--- config.mk ---
export PLATFORM = sky130hd
export DESIGN_NAME = if_stage
export DESIGN_NICKNAME = d
export VERILOG_FILES = /design/src/rtl/if_stage.sv
export SDC_FILE = /design/constraint.sdc
export NUM_CORES = 1
export LEC_CHECK = 0
export BUFFER_PORTS_ARGS = -buffer_cell sky130_fd_sc_hd__buf_2
export CAP_MARGIN = 10
export CELL_PAD_IN_SITES_DETAIL_PLACEMENT = 0
export CELL_PAD_IN_SITES_GLOBAL_PLACEMENT = 2
export CORE_ASPECT_RATIO = 0.6
export CORE_MARGIN = 2
export CORE_UTILIZATION = 27
export DETAILED_ROUTE_END_ITERATION = 8
export HOLD_SLACK_MARGIN = 0.03
export PLACE_DENSITY = 0.85
export RECOVER_POWER = 50
export SLEW_MARGIN = 20
export SYNTH_ARGS = -nofsm -noshare
export SYNTH_HDL_FRONTEND = slang
export SYNTH_SLANG_ARGS = --single-unit
--- constraint.sdc ---
create_clock -name clk -period 2 [get_ports clk]
set_input_delay 0.1 -clock clk [delete_from_list [all_inputs] [get_ports clk]]
set_output_delay 0.1 -clock clk [all_outputs]
set_load 0.02 [all_outputs]
--- src/rtl/if_stage.sv ---
// Instruction-fetch stage: owns the PC, handshakes with instruction memory and
// feeds the IF/ID register. Define IF_STAGE_DELAY_SLOT_EN for MIPS delay-slot semantics.
module if_stage #(
  parameter logic [31:0] RESET_PC = 32'h0000_0000,
  parameter logic [31:0] NOP_WORD = 32'h0000_0000
) (
  input  logic        clk,
  input  logic        rst,
  input  logic        shouldStall,
  input  logic        shouldJumpOrBranch,
  input  logic [31:0] jumpOrBranchPc,
  output logic        imem_request,
  output logic [31:0] imem_address,
  input  logic        imem_ready,
  input  logic [31:0] imem_data,
  output logic [31:0] id_pc_4,
  output logic [31:0] id_instruction,
  output logic [31:0] debug_pc
);

  typedef enum logic {
    FETCH = 1'b0,
    HOLD  = 1'b1
  } state_t;

  state_t      state_q, state_d;
  logic [31:0] pc_q, pc_d;
  logic [31:0] id_pc_4_q, id_pc_4_d;
  logic [31:0] id_instr_q, id_instr_d;
  logic [31:0] hold_pc_4_q, hold_pc_4_d;
  logic [31:0] hold_instr_q, hold_instr_d;
`ifdef IF_STAGE_DELAY_SLOT_EN
  logic        pending_valid_q, pending_valid_d;
  logic [31:0] pending_target_q, pending_target_d;
`endif

  logic        redirect;
  logic [31:0] target;
  logic [31:0] pcPlus4;

  // A stalled decode stage cannot own a redirect; the target is forced word-aligned.
  assign redirect = shouldJumpOrBranch & ~shouldStall;
  assign target   = jumpOrBranchPc & 32'hFFFF_FFFC;
  assign pcPlus4  = pc_q + 32'd4;

  assign imem_request   = (state_q == FETCH) & ~rst;
  assign imem_address   = pc_q;
  assign debug_pc       = pc_q;
  assign id_pc_4        = id_pc_4_q;
  assign id_instruction = id_instr_q;

  always_ff @(posedge clk) begin
    if (rst) begin
      state_q      <= FETCH;
      pc_q         <= RESET_PC;
      id_pc_4_q    <= 32'd0;
      id_instr_q   <= NOP_WORD;
      hold_pc_4_q  <= 32'd0;
      hold_instr_q <= NOP_WORD;
`ifdef IF_STAGE_DELAY_SLOT_EN
      pending_valid_q  <= 1'b0;
      pending_target_q <= 32'd0;
`endif
    end else begin
      state_q      <= state_d;
      pc_q         <= pc_d;
      id_pc_4_q    <= id_pc_4_d;
      id_instr_q   <= id_instr_d;
      hold_pc_4_q  <= hold_pc_4_d;
      hold_instr_q <= hold_instr_d;
`ifdef IF_STAGE_DELAY_SLOT_EN
      pending_valid_q  <= pending_valid_d;
      pending_target_q <= pending_target_d;
`endif
    end
  end

  always_comb begin
    state_d      = state_q;
    pc_d         = pc_q;
    id_pc_4_d    = id_pc_4_q;
    id_instr_d   = id_instr_q;
    hold_pc_4_d  = hold_pc_4_q;
    hold_instr_d = hold_instr_q;
`ifdef IF_STAGE_DELAY_SLOT_EN
    pending_valid_d  = pending_valid_q;
    pending_target_d = pending_target_q;
`endif
    case (state_q)
      FETCH: begin
        if (shouldStall) begin
          if (imem_ready) begin
            hold_pc_4_d  = pcPlus4;
            hold_instr_d = imem_data;
            state_d      = HOLD;
          end
`ifdef IF_STAGE_DELAY_SLOT_EN
        end else if (imem_ready) begin
          id_pc_4_d       = pcPlus4;
          id_instr_d      = imem_data;
          pending_valid_d = 1'b0;
          if (redirect)             pc_d = target;
          else if (pending_valid_q) pc_d = pending_target_q;
          else                      pc_d = pcPlus4;
        end else begin
          // Delay-slot fetch still outstanding: remember where to go once it lands.
          id_instr_d = NOP_WORD;
          if (redirect) begin
            pending_valid_d  = 1'b1;
            pending_target_d = target;
          end
        end
`else
        end else if (redirect) begin
          id_instr_d = NOP_WORD;
          pc_d       = target;
        end else if (imem_ready) begin
          id_pc_4_d  = pcPlus4;
          id_instr_d = imem_data;
          pc_d       = pcPlus4;
        end else begin
          id_instr_d = NOP_WORD;
        end
`endif
      end
      HOLD: begin
        if (!shouldStall) begin
          state_d = FETCH;
`ifdef IF_STAGE_DELAY_SLOT_EN
          id_pc_4_d       = hold_pc_4_q;
          id_instr_d      = hold_instr_q;
          pending_valid_d = 1'b0;
          if (redirect)             pc_d = target;
          else if (pending_valid_q) pc_d = pending_target_q;
          else                      pc_d = pcPlus4;
`else
          if (redirect) begin
            id_instr_d = NOP_WORD;
            pc_d       = target;
          end else begin
            id_pc_4_d  = hold_pc_4_q;
            id_instr_d = hold_instr_q;
            pc_d       = pcPlus4;
          end
`endif
        end
      end
      default: state_d = FETCH;
    endcase
  end

endmodule

# Word-level counts from Yosys, hierarchy flattened
# Cells that the tools add are included.
# word_totals
wordCells	43
output_inout_bits	129
ff_bits	161
input_bits	69
# op_classes
eq_ne	6
reduce_logical	4
addsub	1
muxes	21
n_bitwise	5
# ops
op	count
$mux W32	14
$pmux W32 S2	3
$add A32 B3 Y32 const B	1
$ne A2 B2 Y1 const B	5
$reduce_and A3 Y1	2
$reduce_and A5 Y1	1
$mux W1	3
$ne A3 B3 Y1 const B	1
$not A1 Y1	3
$and A1 B1 Y1	2
$pmux W1 S2	1
$reduce_and A2 Y1	1

# Depth between registers and ports, before layout
# depth
ltp_word	5
mapped_depth	8
mapped_depth_nobuf	6

# Worst setup path before layout
# OpenSTA, ideal clock, no wires.
# synth_path
path_kind	register to register
start	register pc_q[2] (netlist: debug_pc[2])
end	register id_pc_4_q[22] (netlist: id_pc_4[22])
t_arrival_ns	2.012
setup_ns	0.132
setup_slack_ns	-0.145
path_stages_with_launch	7
synth_period_minus_slack_ns	2.145
path_buffers	0
t_required_ns	1.868
cell_sequence	dfxtp_1 > ha_1 > nand3_4 > or3_4 > o31a_2 > o21ai_0 > a31oi_1
# synth_between
elab_chain_len	5
# synth_rtl
element	line	text
from (decl)	27	logic [31:0] pc_q, pc_d;
from (signal assigned)	66	pc_q <= pc_d;
$add A32 B3 Y32	44	assign pcPlus4 = pc_q + 32'd4;
$mux W32	117	end else if (imem_ready) begin
$mux W32	114	end else if (redirect) begin
$mux W32	91	if (shouldStall) begin
$pmux W32 S2	89	case (state_q)
to (signal assigned)	67	id_pc_4_q <= id_pc_4_d;
to (decl)	28	logic [31:0] id_pc_4_q, id_pc_4_d;
# No other way between the ends. The select of a mux whose other input is x is not followed.
# A chain may end at the register's enable or synchronous reset.

# Final worst setup path
# Same ends and word-level chain as after synthesis.

==> results.md <==
* Global routing usage on met1 at 27.4%
* Main combinational cell family by area after synthesis: simple AND/OR/NAND/NOR gates
* #FFs+latches synth at 155
* Synth Instances at 857
* Post-CTS setup buffers at 0
* CTS H-tree lvls at 4
* Clock buffer depth at 2
* Initial Utilization at 27.6%
* Worst EP required at 2.30 ns
* Mapped Area at 6980 sq um
* Vias after detailed routing at 6908
* Final hold viol count at 0
* Post-Synth XOR/XNOR Area at 3.14%
* Sink Count at 155
* Die area at 27200 sq um
* Synth top area cells: dfxtp_1, nand2_1, a21oi_1
* Core area at 25300 sq um
* Number of global-route vias before repair at 6425
* Post-synthesis compound-gate area fraction at 18.9%
* Clock insertion delay at the later pin of the skew report at 0.44 ns
* Largest net degree at the start of global routing at 63
* DR DRC count at 0
* Worst-Margin Slew at 1.58 ns
* CP max FO at 7
* Final instance area at 9390 sq um
* Post-Synth Adder-Cell Area at 0.179%
* Yosys top cell area share at 44.5%
* Syn avg cell area at 8.15 sq um
* Avg Vias per Cell at 4.83
* Post-synthesis async set-or-reset flop share at 0%
* Fmax at 0.521 GHz
* Drt wl/cell at 17.4 um
* Most frequent cell after synthesis: dfxtp_1
* Crit end category: flip-flop
* Failing checks: max-capacitance violations, max-slew violations
* Synth area leader: dfxtp_1
* Rel. slew slack at -5.85%
* CP Launch Point: debug_pc[2]
* Synth Flop Type: dfxtp_1
* GR Overflow Total at 0
* Min cycle time layout at 1.92 ns
* Non-filler cells in the finished layout at 1431
* DRT iter0 DRCs at 486
* Placed cell count at 1339
* Register area share after synthesis at 44.5%
* Clock Pin Slew Worst Setup and Hold Paths at 0.06 ns
* Ratio of final minimum period to clock period at 96.0%
* WP data arrival at 2.22 ns
* Fillcell total at 2704
* Layout cells sized above 1 at 17.2%
* CP startpoint kind: flip-flop
* Power Dens Cells at 778 nW/um^2
* Met3 Track Usage GR at 5.44%
* Fin nets at 1161
* Post-synth cell types at 54
* Die span in x at 212 um
* Peak VDD IR at 0.532 mV
* MaxCap Viol Count at 1
* # IOs at 198
* Dpl cell area at 8350 sq um
* Rows at 45
* PortBufs at 189
* Warnings from Yosys at 0
* Synth-to-layout area growth at 34.5%
* GRT met2 Usage at 25.7%
* Number of synthesized flops with an enable pin at 0
* Mux contribution to synthesized area at 3.30%
* GP Congestion at 0.834
* Drt total wl at 24.9 mm
* DP HPWL at 17.6 mm
* Outcome: finished, violations left
* Grt peak-use layer: met1
* Worst hold path type: in2reg
* Worst Skew at 0.00696 ns
* CTS tree: yes
* Final setup fails at 0
* First-pass GRT wire length at 37.8 mm
* Worst Setup Path Type: reg2reg
* Die Height at 129 um
* Post-synthesis simple-gate area fraction at 21.8%
* Drt first pass iters at 7
* Hold Crit Start: imem_ready
* Overall Global Routing Usage at 18.4%
* Root buf cell: clkbuf_16
* Leak Pwr at 3.53 nW
* Initial antenna violation count at 0
* Synth cell count leaders: dfxtp_1, nand2_1, nor2_1
* N_diodes at 0
* R2r startpoint: debug_pc[2]
* Final Max Slew Viols at 34
* Clock buffer count from CTS at 17
* Routed Antenna Nets at 0
[critical path, cell delays in order (launching register included)]
cell and delay, ns:
dfxtp_2 0.33, ha_2 0.24, nand3_4 0.14, or3_4 0.46
o31a_2 0.34, o21ai_0 0.17, a31oi_1 0.09
[area by class of cell]
| cell class | instances | area (sq um) | area share [%] |
|---|---|---|---|
| Multi-Input combinational cell | 594 | 3410 | 36.3 |
| Sequential cell | 155 | 3110 | 33.1 |
| Timing Repair Buffer | 314 | 1900 | 20.3 |
| Clock buffer | 23 | 479 | 5.11 |
| Tap cell | 329 | 412 | 4.39 |
| Clock inverter | 7 | 42.5 | 0.453 |
| Inverter | 9 | 33.8 | 0.360 |
[registers in the layout (all words and copies together), names as in the netlist]
name            cells
debug_pc           30
hold_instr_q       32
hold_pc_4_q        30
id_instruction     32
id_pc_4            30
state_q             1
[per-layer routing]
layer / up-vias / part of all wire (%)
li1: 3435 / -
met1: 3240 / 52
met2: 213 / 40
met3: 20 / 6.6
met4: 0 / 0.87
met5: - / 0
[cells in the final DEF, fill, tap and decap left out, types with 3 or more instances in the layout]
| master | instances |
|---|---|
| a211oi_1 | 22 |
| a21oi_1 | 65 |
| a221oi_1 | 3 |
| a222oi_1 | 8 |
| a22oi_1 | 10 |
| a31oi_1 | 12 |
| a32oi_1 | 4 |
| and2_1 | 4 |
| and3_1 | 17 |
| and4_1 | 3 |
| buf_2 | 73 |
| buf_4 | 57 |
| clkbuf_1 | 124 |
| clkbuf_16 | 18 |
| clkinv_2 | 4 |
| clkinvlp_4 | 3 |
| conb_1 | 6 |
| dfxtp_1 | 152 |
| dlygate4sd3_1 | 62 |
| inv_1 | 9 |
| mux2i_1 | 23 |
| nand2_1 | 150 |
| nand2b_1 | 4 |
| nand3_1 | 19 |
| nand4_1 | 14 |
| nor2_1 | 70 |
| nor3_1 | 16 |
| nor4_1 | 3 |
| nor4_2 | 5 |
| o211ai_1 | 4 |
| o21ai_0 | 52 |
| o21bai_1 | 3 |
| o221ai_1 | 6 |
| o22ai_1 | 11 |
| or2_2 | 3 |
| or3_1 | 5 |
| xnor2_1 | 5 |
| xor2_1 | 18 |
[what timing repair did]
item | in CTS | in global routing
resized for setup | 0 | 9
endpoints found under the hold margin | 82 | 0
hold buffers | 62 | 0
setup endpoints to repair | 0 | 9
[where the power goes]
group	switching [W]	internal, W	leakage [nW]
combinational	0.000640	0.000396	2.02
sequential	0.0000859	0.00322	1.26
clock	0.00129	0.00167	0.250
[per-stage QoR]
| stage | hold slack (ns) | setup WS [ns] | power (W) | utilization (%) | setup TNS [ns] |
|---|---|---|---|---|---|
| after floorplan | 0.236 | 0.0307 | 0.00397 | - | 0 |
| after global placement | 0.349 | 0.122 | 0.00433 | 33.0 | 0 |
| after detailed placement | 0.359 | 0.101 | 0.00433 | 33.0 | 0 |
| after CTS | 0.146 | 0.0944 | 0.00740 | 37.5 | 0 |
| after global routing | 0.258 | -0.00630 | 0.00762 | 37.0 | -0.00787 |
| final | 0.229 | 0.0800 | 0.00730 | 37.0 | 0 |
[path summary, 6_finish.rpt]
| path | end | slack [ns] | cells past startpoint |
|---|---|---|---|
| setup / recovery | id_pc_4[22] | 0.08 | 6 |
| hold / removal | id_instruction[8] | 0.23 | 4 |
| setup reg to reg | id_pc_4[22] | 0.08 | 6 |
| hold reg to reg | id_instruction[1] | 0.45 | 2 |
[logic make-up after synthesis]
| family | Yosys count |
|---|---|
| other cells | 1 |
| flops | 155 |
| mux | 23 |
| xor+xnor | 25 |
| fa+ha+maj | 1 |
| compound gates | 211 |
| simple gates | 328 |
| buf+inv | 113 |
Note: power is estimated with default switching activity, not from simulation.
